**config.mk**
```make
export PLATFORM = sky130hd
export DESIGN_NAME = aes_reg_if_p
export DESIGN_NICKNAME = d
export VERILOG_FILES = /design/src/rtl/aes_reg_if_p.sv
export SDC_FILE = /design/constraint.sdc
export NUM_CORES = 1
export LEC_CHECK = 0
export CAP_MARGIN = 40
export CORE_UTILIZATION = 40
export CTS_BUF_LIST = sky130_fd_sc_hd__clkbuf_4
export CTS_CLUSTER_DIAMETER = 60
export DETAILED_ROUTE_END_ITERATION = 8
export REMOVE_ABC_BUFFERS = 1
export SYNTH_ARGS = -nofsm -noshare
export SYNTH_HDL_FRONTEND = slang
export SYNTH_SLANG_ARGS = --single-unit
```
**constraint.sdc**
```tcl
create_clock -name clk -period 4.35 [get_ports clk]
set_input_delay 1.305 -clock clk [delete_from_list [all_inputs] [get_ports clk]]
set_output_delay 1.305 -clock clk [all_outputs]
set_load 0.01 [all_outputs]
```
**src/rtl/aes_reg_if_p.sv**
```systemverilog
// aes_reg_if_p: parametrised bus front-end for the AES core.
//
// Decodes key, block, config and control registers from a simple
// cs/we word bus. A small job sequencer issues core init (key expansion)
// only when the key has changed or init is forced, then core next. Each
// finished result is pushed into a result FIFO that software reads through
// a read-only window and discards with a pop strobe.
//
// Ports:
//   clk, reset_n            clock, asynchronous active-low reset
//   cs, we, address,        host bus; an access occurs only when cs=1
//   write_data, read_data   read_data is registered and holds between reads
//   irq                     irq_en & (fifo non-empty | err)
//   core_key, core_block    register words concatenated, word 0 in the MSBs
//   core_keylen, core_encdec, core_init, core_next   controls to aes_core
//   core_ready, core_result, core_valid              status from aes_core
module aes_reg_if_p #(
    parameter int DATA_W    = 32,   // 16 or 32
    parameter int RES_DEPTH = 4     // power of two, 2..16
) (
    input  logic              clk,
    input  logic              reset_n,
    input  logic              cs,
    input  logic              we,
    input  logic [7:0]        address,
    input  logic [DATA_W-1:0] write_data,
    output logic [DATA_W-1:0] read_data,
    output logic              irq,
    output logic [255:0]      core_key,
    output logic [127:0]      core_block,
    output logic              core_keylen,
    output logic              core_encdec,
    output logic              core_init,
    output logic              core_next,
    input  logic              core_ready,
    input  logic [127:0]      core_result,
    input  logic              core_valid
);
    localparam int NK     = 256 / DATA_W;
    localparam int NB     = 128 / DATA_W;
    localparam int KIDX_W = $clog2(NK);
    localparam int BIDX_W = $clog2(NB);
    localparam int PTR_W  = $clog2(RES_DEPTH);
    localparam int CNT_W  = PTR_W + 1;

    localparam logic [7:0] ADDR_CTRL   = 8'h20;
    localparam logic [7:0] ADDR_CONFIG = 8'h21;
    localparam logic [7:0] ADDR_STATUS = 8'h22;

    typedef enum logic [2:0] {IDLE, INIT_P, INIT_W, NEXT_P, NEXT_W, PUSH} state_t;

    state_t             state_q, state_d;
    logic               init_only_q, init_only_d;   // job stops after key expansion
    logic               skip_q, skip_d;             // first wait cycle after a pulse
    logic [127:0]       res_q, res_d;
    logic [DATA_W-1:0]  key_q [NK];
    logic [DATA_W-1:0]  blk_q [NB];
    logic               encdec_q, keylen_q, irq_en_q;
    logic               err_q, key_valid_q;
    logic [DATA_W-1:0]  read_data_q;
    logic [127:0]       fifo_mem [RES_DEPTH];
    logic [PTR_W-1:0]   head_q, tail_q;
    logic [CNT_W-1:0]   count_q;

    // Bus decode
    logic wr, rd, idle, key_hit, blk_hit, res_hit, cfg_wr;
    logic start_s, force_s, pop_s, clr_s;
    logic [KIDX_W-1:0] kidx;
    logic [BIDX_W-1:0] bidx;

    assign wr      = cs & we;
    assign rd      = cs & ~we;
    assign idle    = (state_q == IDLE);
    assign key_hit = (address < 8'(NK));
    assign blk_hit = (address >= 8'h10) && (address < 8'(16 + NB));
    assign res_hit = (address >= 8'h18) && (address < 8'(24 + NB));
    assign cfg_wr  = wr && (address == ADDR_CONFIG);
    assign kidx    = address[KIDX_W-1:0];
    // 0x10 and 0x18 are both aligned to NB, so the low bits give the word
    assign bidx    = address[BIDX_W-1:0];
    assign start_s = wr && (address == ADDR_CTRL) && write_data[0];
    assign force_s = wr && (address == ADDR_CTRL) && write_data[1];
    assign pop_s   = wr && (address == ADDR_CTRL) && write_data[2];
    assign clr_s   = wr && (address == ADDR_CTRL) && write_data[3];

    logic nonempty, full, pop_ok, push, kv_set, start_err, bus_err;
    assign nonempty = (count_q != '0);
    // Only one job is ever in flight and none while IDLE, so the
    // count-plus-in-flight test reduces to the FIFO being full.
    assign full     = (count_q == CNT_W'(RES_DEPTH));
    assign pop_ok   = pop_s && nonempty;
    assign bus_err  = wr && !idle && (key_hit || blk_hit || (address == ADDR_CONFIG) || start_s);

    // Sequencer
    always_ff @(posedge clk or negedge reset_n) begin
        if (!reset_n) begin
            state_q     <= IDLE;
            init_only_q <= 1'b0;
            skip_q      <= 1'b0;
            res_q       <= '0;
        end else begin
            state_q     <= state_d;
            init_only_q <= init_only_d;
            skip_q      <= skip_d;
            res_q       <= res_d;
        end
    end

    always_comb begin
        state_d     = state_q;
        init_only_d = init_only_q;
        skip_d      = 1'b0;
        res_d       = res_q;
        kv_set      = 1'b0;
        push        = 1'b0;
        start_err   = 1'b0;
        case (state_q)
            IDLE: begin
                if (start_s) begin
                    if (full) begin
                        start_err = 1'b1;
                    end else if (!key_valid_q || force_s) begin
                        state_d     = INIT_P;
                        init_only_d = 1'b0;
                    end else begin
                        state_d = NEXT_P;
                    end
                end else if (force_s) begin
                    state_d     = INIT_P;
                    init_only_d = 1'b1;
                end
            end
            INIT_P: begin
                state_d = INIT_W;
                skip_d  = 1'b1;
            end
            INIT_W: begin
                // core_ready may still show the pre-init value on the first cycle
                if (!skip_q && core_ready) begin
                    kv_set  = 1'b1;
                    state_d = init_only_q ? IDLE : NEXT_P;
                end
            end
            NEXT_P: begin
                state_d = NEXT_W;
                skip_d  = 1'b1;
            end
            NEXT_W: begin
                // a stale core_valid from the previous job is masked by skip_q
                if (!skip_q && core_ready && core_valid) begin
                    res_d   = core_result;
                    state_d = PUSH;
                end
            end
            PUSH: begin
                push    = 1'b1;
                state_d = IDLE;
            end
            default: state_d = IDLE;
        endcase
    end

    assign core_init = (state_q == INIT_P);
    assign core_next = (state_q == NEXT_P);

    // Registers
    always_ff @(posedge clk or negedge reset_n) begin
        if (!reset_n) begin
            for (int i = 0; i < NK; i++) key_q[i] <= '0;
            for (int i = 0; i < NB; i++) blk_q[i] <= '0;
            encdec_q    <= 1'b0;
            keylen_q    <= 1'b0;
            irq_en_q    <= 1'b0;
            err_q       <= 1'b0;
            key_valid_q <= 1'b0;
        end else begin
            if (wr && idle && key_hit) key_q[kidx] <= write_data;
            if (wr && idle && blk_hit) blk_q[bidx] <= write_data;
            if (cfg_wr && idle) begin
                encdec_q <= write_data[0];
                keylen_q <= write_data[1];
                irq_en_q <= write_data[2];
            end
            // a set event in the same cycle as clear_err wins
            if (start_err || bus_err) err_q <= 1'b1;
            else if (clr_s)           err_q <= 1'b0;
            if (kv_set)
                key_valid_q <= 1'b1;
            else if (idle && wr && key_hit)
                key_valid_q <= 1'b0;
            else if (idle && cfg_wr && (write_data[1] != keylen_q))
                key_valid_q <= 1'b0;
        end
    end

    // Result FIFO
    always_ff @(posedge clk) begin
        if (push) fifo_mem[tail_q] <= res_q;
    end

    always_ff @(posedge clk or negedge reset_n) begin
        if (!reset_n) begin
            head_q  <= '0;
            tail_q  <= '0;
            count_q <= '0;
        end else begin
            if (push)   tail_q <= tail_q + 1'b1;
            if (pop_ok) head_q <= head_q + 1'b1;
            case ({push, pop_ok})
                2'b10:   count_q <= count_q + 1'b1;
                2'b01:   count_q <= count_q - 1'b1;
                default: count_q <= count_q;
            endcase
        end
    end

    // Word views of the concatenated outputs and the FIFO head
    logic [127:0]      head_entry;
    logic [DATA_W-1:0] head_words [NB];
    assign head_entry = fifo_mem[head_q];

    genvar gi;
    generate
        for (gi = 0; gi < NK; gi++) begin : g_key
            assign core_key[255 - gi*DATA_W -: DATA_W] = key_q[gi];
        end
        for (gi = 0; gi < NB; gi++) begin : g_blk
            assign core_block[127 - gi*DATA_W -: DATA_W] = blk_q[gi];
            assign head_words[gi] = head_entry[127 - gi*DATA_W -: DATA_W];
        end
    endgenerate

    // Read path
    logic [15:0]       status_w;
    logic [DATA_W-1:0] rd_d;
    assign status_w = {8'(count_q), 3'b000, key_valid_q, err_q, full, nonempty, idle};

    always_comb begin
        rd_d = '0;
        if (key_hit)                     rd_d = key_q[kidx];
        else if (blk_hit)                rd_d = blk_q[bidx];
        else if (res_hit)                rd_d = nonempty ? head_words[bidx] : '0;
        else if (address == ADDR_CONFIG) rd_d = DATA_W'({irq_en_q, keylen_q, encdec_q});
        else if (address == ADDR_STATUS) rd_d = DATA_W'(status_w);
    end

    always_ff @(posedge clk or negedge reset_n) begin
        if (!reset_n)  read_data_q <= '0;
        else if (rd)   read_data_q <= rd_d;
    end

    assign read_data   = read_data_q;
    assign irq         = irq_en_q & (nonempty | err_q);
    assign core_keylen = keylen_q;
    assign core_encdec = encdec_q;
endmodule

```
==> results.yml, run 1 <==
global_route:
  antenna_found_initial: 8
  overflow: 0
  grt.total_usage: 0.242
  grt_pass1_wl_um: 195000
  grt_pass1_vias: 28423
  grt_max_degree: 129
critical_path:
  worstPathArrival_ns: 2.86
  crit_path_start_kind: "flip-flop"
  crit_path_end_kind: "primary output"
  cp_max_fo: 5
  setup.worst_path.end: "irq"
  required_ns: 3.04
  path_class: "flip-flop to primary output"
  reg2reg_to: "read_data[4]$_DFFE_PN0P_"
  crit_path_start: "count_q[0]$_DFFE_PN0P_"
  worst_r2r_path_depth: 6
  reg2reg_slack_ns: 1.36
  r2r-start: "head_q[0]$_DFFE_PN0P_"
floorplanning:
  core_um2: 108000
  rows: 120
  fp.dieW_um: 332
  die_y_um: 332
  io_pins: 595
  die-area_um2: 110000
  initial_utilization: 0.405
finish:
  multiInputGateArea_um2: 13400
  register_area_um2: 29400
  fillers: 8948
  utilization: 0.517
  drive_above_1_share: 0.379
  synthToLayoutAreaGrowth_pct: 27.6
  final_nets: 3467
timing:
  fin_skew_ns: 0.0930
  slew_headroom: 0.379
  hold_viol_final: 0
  fin_setup_tns_ns: 0
  min_period_ns: 4.17
  rsz0062_at_grt: "no"
  timing.final.max_slew_violations: 0
  timing.fmax_mhz: 240
  worst_slew_pin_slew_ns: 0.922
  setup_viol_count_final: 0
  fin_crit_sh: 0.957
clock_network:
  cts_resized: 0
  numCtsBuffers: 304
  numClockSinks: 1073
  clockRootBuffer: "clkbuf_4"
  cts_tree: "done"
  h-tree-depth: 5
  post_cts_buffers: 0
  clockBufferDepth: 4
  clk_pin_slew_ns: 0.06
  clock_latency_ns: 1.18
  cts_hold_buffers: 0
synthesis:
  seq_area_frac_synth: 0.675
  synthCells: 2462
  syn-cell-area_um2: 43600
  synth_edf_count: 512
  synth_ff_type: "dfrtp_1"
  synth_seq_cells: 1073
  synthDistinctLibCells: 59
  async_reset_ff_frac: 0.523
  yosysWarnings: 0
  syn_avg_cell_area_um2: 17.7
placed_design:
  hpwl_um: 89400
  portBuffers: 594
  place_congestion: 0.861
routing:
  drc: 0
  dr.pass1.iters: 6
  via_per_inst: 5.41
  routed_wl_um: 133000
  wl_per_cell_um: 27.0
  vias: 26588
  ant_nets: 0
  first_iter_violations: 1774
power:
  p_leak_nw: 22.7
  pwr_density_cell_nw_per_um2: 435
  comb_power_share: 0.090
  p_clk_frac: 0.381
  seqPwrFrac: 0.529
  vdd_drop_max_uv: 289
  p_int_mw: 18.2
  power_switching_mw: 5.97
  finalPower_mw: 24.2
  sw_frac_of_total: 0.247
run_status:
  outcome: "completed"
flow_run:
  drv_cap: 0
worst_hold_path:
  min_path_type: "input port to async pin"
## state kept, by name, indices dropped and copies added (netlist names)
| name | cells |
|---|---|
| init_only_q | 1 |
| tail_q | 2 |
| fifo_mem | 512 |
| read_data | 32 |
| res_q | 128 |
| skip_q | 1 |
| core_encdec | 1 |
| head_q | 2 |
| err_q | 1 |
| key_valid_q | 1 |
| state_q | 3 |
| count_q | 3 |
| core_key | 256 |
| core_block | 128 |
| irq_en_q | 1 |
| core_keylen | 1 |
## cells in the final DEF, fill, tap and decap left out, types with 39 or more instances in the layout
| cell | netlist | layout |
|---|---|---|
| a21oi_1 | 59 | 59 |
| buf_4 | 10 | 78 |
| clkbuf_4 | 0 | 464 |
| clkdlybuf4s50_1 | 0 | 590 |
| clkinv_1 | 1 | 40 |
| dfrtp_1 | 561 | 559 |
| edfxtp_1 | 512 | 512 |
| mux2_2 | 511 | 511 |
| mux2i_1 | 64 | 64 |
| mux4_2 | 186 | 186 |
| nand2_1 | 66 | 58 |
| nor2_1 | 49 | 46 |
| o21ai_0 | 39 | 39 |
## synth_stat cells, types with 3 or more instances
cell       instances  area share
and2_1             4     0.00057
a2111oi_0          3     0.00060
xnor2_1            5      0.0010
a32o_1             3     0.00069
and3_1             9      0.0013
a21oi_1           59      0.0068
buf_1             23      0.0020
mux2_1             5      0.0013
buf_4             10      0.0017
nor2_1            49      0.0042
clkbuf_1         104      0.0090
a221oi_1           8      0.0016
a22o_1            38      0.0076
edfxtp_1         512        0.35
mux4_2           186       0.096
ha_1               5      0.0014
nand2b_1           3     0.00043
dfrtp_1          561        0.32
a31oi_1           20      0.0029
a21o_1             3     0.00052
a22oi_1           25      0.0043
or3_1              3     0.00043
nor2b_1           14      0.0020
inv_1              4     0.00034
nand4_1            4     0.00057
o21ai_0           39      0.0045
mux2i_1           64       0.015
buf_2             43      0.0049
nand2_1           66      0.0057
nor3_1             7     0.00080
mux2_2           511        0.13
a2bb2oi_1         19      0.0038
o2111ai_1         19      0.0038
buf_6              3     0.00078
## cell families after synthesis
logic type,share of synthesized area
DFF,0.675
muxes,0.244
AOI/OAI and AO/OA,0.0395
buffers and inverters,0.0189
and+or+nand+nor,0.0190
xor gates and xnor gates,0.00141
adders and majority gates,0.00190
## worst max-delay path, cell delays in order (launching register included)
cell and delay [ns]:
dfrtp_1 0.47, or3_1 0.54, o21a_1 0.22, clkdlybuf4s50_1 0.53
## layer usage
metal | wire [um] | vias to the layer above | GRT usage
met5 | 13 | - | 0
met1 | 54200 | 13860 | 0.309
met4 | 4290 | 2 | 0.0948
li1 | - | 11417 | -
met3 | 9280 | 231 | 0.0632
met2 | 65000 | 1078 | 0.395
## metrics by stage
stage	instance area [um^2]	cells	worst slack, ns	hold slack [ns]
floorplan	42800	2278	-2.29	0.464
global placement	51700	4379	0.429	0.467
detailed placement	51700	4384	0.413	0.480
CTS	55600	4908	0.0556	0.0901
global route	55600	4911	0.0414	0.132
finish	55600	4911	0.185	0.145
## how the worst min path moves through the flow
stage	from	to	slack, ns	cells after the start
2_1_floorplan	err_q$_DFFE_PN0P_	err_q$_DFFE_PN0P_	0.46	2
3_3_place_gp	read_data[20]$_DFFE_PN0P_	read_data[20]$_DFFE_PN0P_	0.47	2
3_5_place_dp	read_data[4]$_DFFE_PN0P_	read_data[4]$_DFFE_PN0P_	0.48	2
4_1_cts	reset_n	core_block[55]$_DFFE_PN0P_	0.09	1
5_1_grt	reset_n	core_key[119]$_DFFE_PN0P_	0.13	1
6_report	reset_n	core_key[75]$_DFFE_PN0P_	0.15	1
## layout make-up
class	instances	share of cell area
inverters	5	0.000337
flip-flops and latches	1073	0.529
well taps	1403	0.0316
multi-input cells	1200	0.242
diodes	3	0.000135
clock buffers	464	0.0626
clock inverters	60	0.00684
repair buffers	703	0.128
## power by group through the flow
| stage | clock network (mW) | registers (mW) | logic [mW] |
|---|---|---|---|
| finish | 9.22 | 12.8 | 2.18 |
| global route | 10.1 | 12.9 | 2.34 |
| CTS | 9.54 | 12.8 | 2.21 |
| detailed placement | 0 | 13.0 | 2.21 |
| global placement | 0 | 12.9 | 2.16 |
| floorplan | 0 | 12.7 | 1.10 |
No activity file was read; power rests on OpenSTA's default activity.
==> run 2, diff against run 1 <==
--- a/config.mk
+++ b/config.mk
@@ -10,6 +10,7 @@
 export CTS_BUF_LIST = sky130_fd_sc_hd__clkbuf_4
 export CTS_CLUSTER_DIAMETER = 60
 export DETAILED_ROUTE_END_ITERATION = 8
+export GPL_TIMING_DRIVEN = 1
 export REMOVE_ABC_BUFFERS = 1
 export SYNTH_ARGS = -nofsm -noshare
 export SYNTH_HDL_FRONTEND = slang
==> results of run 2 <==
Final layout, timing and power as in run 1 (identical DEF).
